### config.mk
export PLATFORM = sky130hd
export DESIGN_NAME = uart_receiver
export DESIGN_NICKNAME = d
export VERILOG_FILES = /design/src/rtl/uart_receiver.sv
export SDC_FILE = /design/constraint.sdc
export NUM_CORES = 1
export LEC_CHECK = 0
export CAP_MARGIN = 0
export CORE_MARGIN = 10
export CORE_UTILIZATION = 56
export DETAILED_ROUTE_END_ITERATION = 7
export PLACE_DENSITY = 0.9
export RECOVER_POWER = 50
export SETUP_SLACK_MARGIN = 0.2
export SLEW_MARGIN = 20
export SYNTH_ARGS = -nofsm -noshare
export SYNTH_HDL_FRONTEND = slang
export SYNTH_SLANG_ARGS = --single-unit
export TNS_END_PERCENT = 30
### constraint.sdc
create_clock -name baud_out -period 2.25 [get_ports baud_out]
set_clock_uncertainty 0.2 [all_clocks]
set_input_delay 0.225 -clock baud_out [delete_from_list [all_inputs] [get_ports baud_out]]
set_output_delay 0.225 -clock baud_out [all_outputs]
set_load 0.005 [all_outputs]
### src/rtl/uart_receiver.sv
// UART receiver with 16x oversampling, 7/8 data bits, optional odd/even
// parity, and one or two stop bits. The line is brought into the baud_out
// domain through a two-flop synchronizer, and every decision uses that
// synchronized value.
//
// Ports:
//   baud_out     : clock at OVERSAMPLE x bit rate
//   rst          : async active-low reset
//   data_tx      : serial line, idle high
//   data_length  : 0 = 7 data bits, 1 = 8 data bits
//   stop_bits    : 0 = one stop bit, 1 = two stop bits
//   parity_type  : 2'b01 odd, 2'b10 even, otherwise no parity bit
//   data_out     : last received word, LSB first on the line
//   rx_done      : one-cycle pulse when a frame completes
//   rx_active    : high while a frame is being received
//   parity_error : parity mismatch on the last completed frame
//   stop_error   : a stop bit was sampled low on the last completed frame
module uart_receiver #(
  parameter int unsigned OVERSAMPLE = 16
) (
  input  logic       baud_out,
  input  logic       rst,
  input  logic       data_tx,
  input  logic       data_length,
  input  logic       stop_bits,
  input  logic [1:0] parity_type,
  output logic [7:0] data_out,
  output logic       rx_done,
  output logic       rx_active,
  output logic       parity_error,
  output logic       stop_error
);

  localparam int unsigned CNT_W    = $clog2(OVERSAMPLE);
  localparam int unsigned MID_TICK = OVERSAMPLE / 2 - 1;
  localparam int unsigned END_TICK = OVERSAMPLE - 1;

  typedef enum logic [2:0] {
    IDLE, START, DATA, PARITY, STOP, DONE, WAIT_HIGH
  } state_e;

  state_e           state_q, state_d;
  logic             sync1_q, sync2_q;
  logic [CNT_W-1:0] cnt_q, cnt_d;
  logic [2:0]       bit_cnt_q, bit_cnt_d;
  logic             stop_cnt_q, stop_cnt_d;
  logic [7:0]       shreg_q, shreg_d;
  logic             par_bit_q, par_bit_d;
  logic             frame_serr_q, frame_serr_d;
  logic             cfg_len_q, cfg_len_d;
  logic             cfg_sb_q, cfg_sb_d;
  logic [1:0]       cfg_par_q, cfg_par_d;
  logic [7:0]       data_out_q, data_out_d;
  logic             rx_done_q, rx_done_d;
  logic             rx_active_q, rx_active_d;
  logic             par_err_q, par_err_d;
  logic             stop_err_q, stop_err_d;

  logic             rx_c;
  logic             par_en_c;
  logic [7:0]       word_c;
  logic             par_x_c;

  // Two-flop synchronizer; resets to the idle (high) line level.
  always_ff @(posedge baud_out or negedge rst) begin
    if (!rst) begin
      sync1_q <= 1'b1;
      sync2_q <= 1'b1;
    end else begin
      sync1_q <= data_tx;
      sync2_q <= sync1_q;
    end
  end

  // State and datapath registers.
  always_ff @(posedge baud_out or negedge rst) begin
    if (!rst) begin
      state_q      <= IDLE;
      cnt_q        <= '0;
      bit_cnt_q    <= '0;
      stop_cnt_q   <= 1'b0;
      shreg_q      <= '0;
      par_bit_q    <= 1'b0;
      frame_serr_q <= 1'b0;
      cfg_len_q    <= 1'b0;
      cfg_sb_q     <= 1'b0;
      cfg_par_q    <= '0;
      data_out_q   <= '0;
      rx_done_q    <= 1'b0;
      rx_active_q  <= 1'b0;
      par_err_q    <= 1'b0;
      stop_err_q   <= 1'b0;
    end else begin
      state_q      <= state_d;
      cnt_q        <= cnt_d;
      bit_cnt_q    <= bit_cnt_d;
      stop_cnt_q   <= stop_cnt_d;
      shreg_q      <= shreg_d;
      par_bit_q    <= par_bit_d;
      frame_serr_q <= frame_serr_d;
      cfg_len_q    <= cfg_len_d;
      cfg_sb_q     <= cfg_sb_d;
      cfg_par_q    <= cfg_par_d;
      data_out_q   <= data_out_d;
      rx_done_q    <= rx_done_d;
      rx_active_q  <= rx_active_d;
      par_err_q    <= par_err_d;
      stop_err_q   <= stop_err_d;
    end
  end

  // Shift register fills from bit 7, so a 7-bit word sits in [7:1].
  assign rx_c     = sync2_q;
  assign par_en_c = (cfg_par_q == 2'b01) || (cfg_par_q == 2'b10);
  assign word_c   = cfg_len_q ? shreg_q : {1'b0, shreg_q[7:1]};
  assign par_x_c  = (^word_c) ^ par_bit_q;

  // Next-state and output logic.
  always_comb begin
    state_d      = state_q;
    cnt_d        = cnt_q;
    bit_cnt_d    = bit_cnt_q;
    stop_cnt_d   = stop_cnt_q;
    shreg_d      = shreg_q;
    par_bit_d    = par_bit_q;
    frame_serr_d = frame_serr_q;
    cfg_len_d    = cfg_len_q;
    cfg_sb_d     = cfg_sb_q;
    cfg_par_d    = cfg_par_q;
    data_out_d   = data_out_q;
    rx_done_d    = 1'b0;
    par_err_d    = par_err_q;
    stop_err_d   = stop_err_q;

    unique case (state_q)
      IDLE: begin
        cnt_d = '0;
        if (!rx_c) begin
          state_d   = START;
          cfg_len_d = data_length;
          cfg_sb_d  = stop_bits;
          cfg_par_d = parity_type;
        end
      end
      START: begin
        cnt_d = CNT_W'(cnt_q + 1'b1);
        if (cnt_q == CNT_W'(MID_TICK)) begin
          cnt_d = '0;
          if (rx_c) begin
            state_d = IDLE;
          end else begin
            state_d      = DATA;
            bit_cnt_d    = '0;
            stop_cnt_d   = 1'b0;
            shreg_d      = '0;
            par_bit_d    = 1'b0;
            frame_serr_d = 1'b0;
          end
        end
      end
      DATA: begin
        cnt_d = CNT_W'(cnt_q + 1'b1);
        if (cnt_q == CNT_W'(END_TICK)) begin
          cnt_d     = '0;
          shreg_d   = {rx_c, shreg_q[7:1]};
          bit_cnt_d = 3'(bit_cnt_q + 1'b1);
          if (bit_cnt_q == (cfg_len_q ? 3'd7 : 3'd6)) begin
            state_d = par_en_c ? PARITY : STOP;
          end
        end
      end
      PARITY: begin
        cnt_d = CNT_W'(cnt_q + 1'b1);
        if (cnt_q == CNT_W'(END_TICK)) begin
          cnt_d     = '0;
          par_bit_d = rx_c;
          state_d   = STOP;
        end
      end
      STOP: begin
        cnt_d = CNT_W'(cnt_q + 1'b1);
        if (cnt_q == CNT_W'(END_TICK)) begin
          cnt_d = '0;
          if (!rx_c) frame_serr_d = 1'b1;
          if (cfg_sb_q && !stop_cnt_q) stop_cnt_d = 1'b1;
          else                         state_d    = DONE;
        end
      end
      DONE: begin
        state_d    = frame_serr_q ? WAIT_HIGH : IDLE;
        data_out_d = word_c;
        stop_err_d = frame_serr_q;
        rx_done_d  = 1'b1;
        unique case (cfg_par_q)
          2'b01:   par_err_d = ~par_x_c;
          2'b10:   par_err_d = par_x_c;
          default: par_err_d = 1'b0;
        endcase
      end
      WAIT_HIGH: begin
        // A held-low line after a framing error must not look like a new start.
        if (rx_c) state_d = IDLE;
      end
      default: state_d = IDLE;
    endcase

    rx_active_d = (state_d == START) || (state_d == DATA) ||
                  (state_d == PARITY) || (state_d == STOP);
  end

  assign data_out     = data_out_q;
  assign rx_done      = rx_done_q;
  assign rx_active    = rx_active_q;
  assign parity_error = par_err_q;
  assign stop_error   = stop_err_q;

endmodule
Word level (Yosys, flattened, before mapping)
Index checks and enable logic that the tools add are counted.
Word-level totals
  word-level logic and storage cells: 99
  bits in registers: 39
Cells by class
  reductions and logical operators: 18
  bitwise gates (word level): 3
  eq/ne operators: 22
  add/subtract/negate cells: 2
  muxes and demuxes: 37
Operator list (number)
  3-bit two-way mux: 13
  8-bit two-way mux: 4
  3-bit one-hot mux with 7 select lines: 1
  8-bit one-hot mux with 2 select lines: 1
  2-bit != test (second input constant): 7
  3-bit by 2-bit equality test with 1-bit output (second input constant): 4
  3-bit equality test (second input constant): 4
  4-bit one-hot mux with 3 select lines: 1
  5-bit AND reduction: 2
  1-bit two-way mux: 9
  4-bit two-way mux: 2
  1-bit one-hot mux with 2 select lines: 4
  4-bit AND reduction: 2
  8-bit parity: 1
  3-bit by 1-bit equality test with 1-bit output (second input constant): 2
  3-bit one-hot mux with 2 select lines: 1
  2-bit nonzero test: 3
  4-bit by 1-bit adder with 4-bit output (second input constant): 1
  4-bit by 3-bit equality test with 1-bit output (second input constant): 1
  4-bit equality test (second input constant): 1
  1-bit logical OR: 4
  3-bit by 1-bit adder with 3-bit output (second input constant): 1
  3-bit equality test: 1
  3-bit zero test: 1
  other kinds (10): 11

Depth between registers and ports, before layout
Gate-level depths: netlist (run 1).
  word-level depth: 10
  mapped depth: 7
  gate-level depth less buffers: 6

Worst setup path after synthesis (run 1)
Ideal clock, no wire load.
  path type: register to register
  from: reg cnt_q[0]
  to: reg rx_active_q (netlist: rx_active)
  cell stages (with the launch flop): 8
  data required time: 1971 ps
  library setup time: 79 ps
  data arrival time: 1555 ps
  period minus slack after synthesis: 1834 ps
  setup slack: 416 ps
  cell sequence: dfrtp_1 ha_1 and3_4 buf_6 nand3_1 a21oi_1 nor4_2 mux2i_1
On the way
  word-level cells in the longest chain between the ends: 7
  elaborated cells on any way between the ends: 14
  those cells by class: 6 x eq/ne; 5 x mux; 3 x reduce/logical
Ends and longest elaborated chain
  from (decl): RTL line 44  | logic [CNT_W-1:0] cnt_q, cnt_d;
  from (signal assigned): RTL line 95  | cnt_q <= cnt_d;
  4-bit equality test / 4-bit by 3-bit equality test with 1-bit output (equally long branches)
  3-bit two-way mux, on equally long branches
  3-bit one-hot mux with 7 select lines *: RTL line 135  | unique case (state_q)
  3-bit by 1-bit equality test with 1-bit output / 3-bit by 2-bit equality test with 1-bit output (equally long branches): RTL line 207  | rx_active_d = (state_d == START) || (state_d == DATA) ||
  1-bit logical OR (2 in a row): RTL line 207
  1-bit logical OR *: RTL line 208  | (state_d == PARITY) || (state_d == STOP);
  named net rx_active_d: RTL line 55  | logic rx_active_q, rx_active_d;
  to (signal assigned): RTL line 106  | rx_active_q <= rx_active_d;
  to (decl): RTL line 55
The timed path passes the listed nets; every way through them passes the cells marked *.
A chain may end at the register's enable or synchronous reset.

Final worst setup path (run 1)
  from: reg state_q[1]
  to: reg rx_active_q (netlist: rx_active)
On the way
  word-level cells in the longest chain between the ends: 7
  elaborated cells on any way between the ends: 23
  those cells by class: 10 x eq/ne; 9 x mux; 4 x reduce/logical
Ends and longest elaborated chain
  from (decl): RTL line 42  | state_e state_q, state_d;
  from (signal assigned): RTL line 94  | state_q <= state_d;
  3-bit two-way mux, on equally long branches: RTL line 185, 167
  3-bit two-way mux, on equally long branches: RTL line 182, 163
  3-bit one-hot mux with 7 select lines *: RTL line 135
  3-bit by 1-bit equality test with 1-bit output / 3-bit by 2-bit equality test with 1-bit output (equally long branches): RTL line 207
  1-bit logical OR (2 in a row): RTL line 207
  1-bit logical OR *: RTL line 208
  named net rx_active_d: RTL line 55
Marked as above.

==> results of run 1 <==
## layout make-up
cell class	instances	area, um2
clock buffers	6	51.3
clock inverters	1	5.00
fillers	271	1100
inverters	5	18.8
multi-input cells	153	968
flip-flops and latches	39	980
well taps	46	57.6
repair buffers	26	238
## cell families (layout without fill, tap and decap cells)
kind of cell	Yosys count	after routing	share of synthesized area
DFF	39	39	0.479
buffers and inverters	17	38	0.0472
and+or+nand+nor	83	83	0.210
AOI/OAI and AO/OA	44	44	0.124
muxes	13	13	0.0656
adders and majority gates	4	4	0.0245
xor gates and xnor gates	9	9	0.0491
## registers in the layout (all words and copies together) (netlist names), 2 cells and up
| register | count |
|---|---|
| state_q | 3 |
| cnt_q | 4 |
| shreg_q | 8 |
| data_out | 8 |
| bit_cnt_q | 3 |
| cfg_par_q | 2 |
## worst reg2reg max path, delay by kind of cell, from the launching register on
family	cells	cell delay, ns
and+or+nand+nor	3	0.56
DFF	1	0.69
muxes	1	0.21
AOI/OAI and AO/OA	1	0.23
## path summary, 6_finish.rpt
kind                       slack, ns  startpoint    endpoint
setup / recovery                0.30  state_q[1]   rx_active
hold / removal                  0.16     sync1_q        rx_c
setup reg to reg                0.30  state_q[1]   rx_active
hold reg to reg                 0.16     sync1_q        rx_c
max in group asynchronous       0.89         rst  state_q[0]
min in group asynchronous       0.34         rst    cnt_q[1]
## what timing repair did
action,CTS,global route
setup endpoints to repair,0,2
hold buffers,1,0
gates resized for setup,0,3
endpoints found under the hold margin,37,0
buffers inserted,0,0
## through the flow
stage | setup slack (ns) | instances
3_3_place_gp | 0.384 | 268
4_1_cts | 0.300 | 276
2_1_floorplan | 0.416 | 209
6_report | 0.303 | 276
3_5_place_dp | 0.307 | 268
5_1_grt | 0.119 | 276
## layer usage
layer | routed length, um | part of all wire | global-route usage
met5 | 0 | 0 | 0
met4 | 38 | 0.0095 | 0.0370
met3 | 226 | 0.056 | 0.0445
met2 | 1960 | 0.49 | 0.222
met1 | 1790 | 0.45 | 0.160
## cells in the mapped netlist (3+ instances only)
cell type / instances / area share
nor3_1: 6 / 0.015
mux2_2: 3 / 0.017
o21ai_0: 29 / 0.071
dfrtp_1: 37 / 0.45
xnor2_1: 6 / 0.026
a21oi_1: 4 / 0.0098
nand2b_1: 3 / 0.0092
nand2_1: 39 / 0.072
clkbuf_1: 3 / 0.0055
nand3_1: 8 / 0.020
nor2_1: 10 / 0.018
ha_1: 4 / 0.025
buf_2: 5 / 0.012
buf_6: 3 / 0.017
mux2i_1: 10 / 0.049
inv_1: 5 / 0.0092
## cell usage in the layout (no fill, tap or decap), drive strengths merged, types with 7 or more instances in the layout
cell type / netlist / final
mux2i: 10 / 10
nand2: 39 / 39
buf: 9 / 7
o21ai: 30 / 30
clkbuf: 3 / 7
nand3: 9 / 9
xnor2: 7 / 7
nor2: 11 / 11
clkdlybuf4s50: 0 / 16
dfrtp: 37 / 37
## power by group
part           internal [mW]  switching (mW)
clock network          0.145           0.216
registers              0.805           0.159
logic                  0.305           0.330
==> metrics.yaml, run 1 <==
ir_worst_vdd_mv: 0.514
hold_path_class: "flip-flop to flip-flop"
crit_chain: "and3b_1, o21ai_0, nand2_1, nor4_2, mux2i_1"
yosysSeqAreaShare: 0.479
root_buffer: "clkbuf_4"
max_slew_margin: 0.386
cts_buffers: 5
clockBufferDepth: 2
fin_area_um2: 2320
cts_tree: "done"
dpl.hpwl_um: 2910
hold_viol: 0
critPathLaunchType: "flip-flop"
worstPathMaxFanout: 16
cp_slowest_cell: "dfrtp_1"
synth-edff-count: 0
end_kind: "flip-flop"
grtUsageTotal: 0.134
area_growth_pct: 13.6
grt_pass1_vias: 1510
grt_overflow: 0
drtAntennaViolNets: 0
path_class: "flip-flop to flip-flop"
initial_utilization: 0.597
finalSetupViolCount: 0
grt_max_degree: 40
nets: 241
p_leak_nw: 1.01
drt-total-wl_um: 4010
drive_gt1_frac: 0.130
syn_inst: 209
required_ns: 2.32
port_buffers: 18
synth_area_um2: 2040
slowest_delay_ns: 0.69
vias: 1555
status: "finished, final reports clean"
ys.flop_type: "dfrtp_1"
grt_setup_unrepaired: "false"
clkTransAtPathRegs_ns: 0.11
tightestPinTransition_ns: 0.921
num_rows: 21
avgViaCountPerCell: 5.63
crit_cells: 5
synthesis.nets: 220
die_y_um: 80.4
crit_buf_inv: 0
die-area_um2: 6460
dpl_cell_area_um2: 2250
ios: 19
ys_ff_latch: 39
die_w_um: 80.4
path_delay_family: "flip-flops"
diodes: 0
power_mw: 1.96
powerDensity_nw_per_um2: 846
drtIter0Drc: 65
place_congestion: 0.855
clk-insertion-delay-late_ns: 0.35
core_area_um2: 3420
finalCritPeriodShare: 0.866
grt_pass1_wl_um: 6940
ctsHtreeMaxLevel: 2
reg2reg_depth: 5
synth_cell_type_count: 45
wire_per_inst_um: 14.5
avgSynthCellArea_um2: 9.76
antenna_found_initial: 0
clock-sinks: 39
min_path_cells: 0
crit_arrival_ns: 2.02
drt-pass1-iter-count: 4
drcViolationCount: 0
fmax_ghz: 0.513
ys.warnings.count: 0
hold_slack_ns: 0.164
cap_violations: 0
fin_util: 0.679
setup_tns_ns: 0
async_reset_ff_frac: 1.00
period_minus_slack_ns: 1.95
drv_slew: 0
No activity file was read; power rests on OpenSTA's default activity.
==> run 2, diff against run 1 <==
- CORE_UTILIZATION: 56 -> 59
- CTS_BUF_LIST: not set -> sky130_fd_sc_hd__clkbuf_8
- PLACE_DENSITY: 0.9 -> 0.94
==> metrics.yaml, run 2 (same netlist as run 1, synthesis figures left out) <==
num_rows: 21  # unchanged
finalSetupViolCount: 0  # unchanged
hold_path_class: "flip-flop to flip-flop"
status: "finished, final reports clean"
power_mw: 2.32  # +18%
ios: 19  # unchanged
p_seq_frac: 0.419  # -0.073
die_w_um: 78.8  # -1.9%
reg2reg_depth: 5  # unchanged
critPathLaunchType: "flip-flop"
final_common_cell: "nand2_1"
drcViolationCount: 0  # unchanged
ff2ff_setup_slack_ns: 0.28  # -0.02 ns
p_clk_frac: 0.302  # +0.118
port_buffers: 18  # unchanged
nets: 242  # +0.41%
cap_violations: 0  # unchanged
drt-pass1-iter-count: 4  # unchanged
grt_pass1_vias: 1560  # +3.3%
vias: 1604  # +3.2%
core_area_um2: 3340  # -2.3%
timing.rr.start: "state_q[0]"
multi_input_area_um2: 972  # +0.39%
internal_power_mw: 1.56  # +24%
die-area_um2: 6210  # -3.8%
clock-sinks: 39  # unchanged
cts_buffers: 5  # unchanged
fin_util: 0.721  # +0.0423
layout_common_cells: "39 x nand2_1, 36 x dfrtp_1, 29 x o21ai_0, 16 x clkdlybuf4s50_1, 11 x nor2_1"
drtIter0Drc: 118  # +82%
drtAntennaViolNets: 0  # unchanged
crit_end: "rx_active"
drv_slew: 0  # unchanged
worstPathMaxFanout: 13  # -3
setup_tns_ns: 0  # unchanged
clockBufferDepth: 2  # unchanged
avgViaCountPerCell: 5.77  # +2.4%
tightestPinTransition_ns: 0.946  # +0.0249 ns
finalCritPeriodShare: 0.874  # +0.00816
diodes: 0  # unchanged
grt_setup_unrepaired: "true"
end_kind: "flip-flop"
fmax_ghz: 0.509  # -0.93%
swShare: 0.328  # -0.0321
path_class: "flip-flop to flip-flop"
grt_overflow: 0  # unchanged
die_y_um: 78.8  # -1.9%
crit_arrival_ns: 1.94  # -0.08 ns
required_ns: 2.23  # -0.09 ns
clkTransAtPathRegs_ns: 0.08  # -0.03 ns
cts_tree: "done"
seq_area_um2: 980  # unchanged
max_slew_margin: 0.369  # -0.0166
p_leak_nw: 1.04  # +3.3%
power.switching_mw: 0.759  # +7.5%
startpoint: "state_q[0]"
ir_worst_vdd_mv: 0.800  # +56%
hold_viol: 0  # unchanged
combPwrFrac: 0.279  # -0.045
ctsHtreeMaxLevel: 2  # unchanged
period_minus_slack_ns: 1.97  # +0.0184 ns
dpl.hpwl_um: 2850  # -2.2%
fin_area_um2: 2410  # +3.8%
initial_utilization: 0.612  # +0.0141
area_growth_pct: 17.9
rr_endpoint: "rx_active"
powerDensity_nw_per_um2: 962  # +14%
place_congestion: 0.870  # +1.8%
root_buffer: "clkbuf_8"
grtUsageTotal: 0.147  # +0.0131
wire_per_inst_um: 15.4  # +5.9%
drive_gt1_frac: 0.134  # +0.00319
dpl_cell_area_um2: 2260  # +0.33%
num-fill-cells: 237  # -13%
antenna_found_initial: 0  # unchanged
grt_pass1_wl_um: 7420  # +7.0%
drt-total-wl_um: 4280  # +6.7%
grt_max_degree: 40  # unchanged
clk-insertion-delay-late_ns: 0.30  # -0.05 ns
[run 2: power by group through the flow]
stage | sequential [mW] | combinational (mW) | clock, mW
floorplan | 0.900 | 0.542 | 0
global placement | 0.968 | 0.592 | 0
detailed placement | 0.977 | 0.618 | 0
CTS | 0.963 | 0.628 | 0.708
global route | 0.991 | 0.720 | 0.736
finish | 0.970 | 0.646 | 0.699
[run 2: timing repair]
item | 4_1_cts | 5_1_grt
resized for setup | 0 | 3
hold buffers | 1 | 0
endpoints found under the hold margin | 37 | 0
endpoints found under the setup margin | 0 | 11
buffers inserted | 0 | 0
[run 2: worst min-delay path by stage]
stage | from | endpoint | slack [ns] | cells past startpoint
6_report | sync1_q | rx_c | 0.16 | 0
5_1_grt | sync1_q | rx_c | 0.17 | 0
4_1_cts | data_tx | sync1_q | 0.13 | 1
3_5_place_dp | sync1_q | rx_c | 0.15 | 0
3_3_place_gp | sync1_q | rx_c | 0.15 | 0
2_1_floorplan | rst | bit_cnt_q[0] | -0.27 | 0
[run 2: cell type report]
class	instances	share of cell area
clock buffers	5	0.0286
clock inverters	3	0.0281
flip-flops and latches	39	0.407
inverters	5	0.00780
multi-input cells	153	0.404
well taps	46	0.0239
repair buffers	27	0.100
[run 2: critical path, cell delays in order (launching register included)]
cell	delay, ns
dfrtp_1	0.54
nor2_1	0.47
nand3_1	0.17
a21oi_1	0.25
nor4_2	0.09
mux2i_1	0.12
[run 2: stage by stage]
stage	hold slack (ns)	instances	worst slack [ns]
4_1_cts	0.130	278	0.262
6_report	0.160	278	0.284
5_1_grt	0.166	278	0.136
3_5_place_dp	0.148	269	0.359
3_3_place_gp	0.148	269	0.413
2_1_floorplan	-0.271	209	0.416
[run 2: layer usage]
metal	part of all wire	GRT usage
met5	0	0
met4	0.026	0.0842
met3	0.059	0.0405
met2	0.49	0.230
met1	0.43	0.177
==> run 3, diff against run 2 <==
- GPL_ROUTABILITY_DRIVEN: not set -> 0
==> results of run 3 <==
The final DEF is identical to that of run 2; final timing and power are the same.
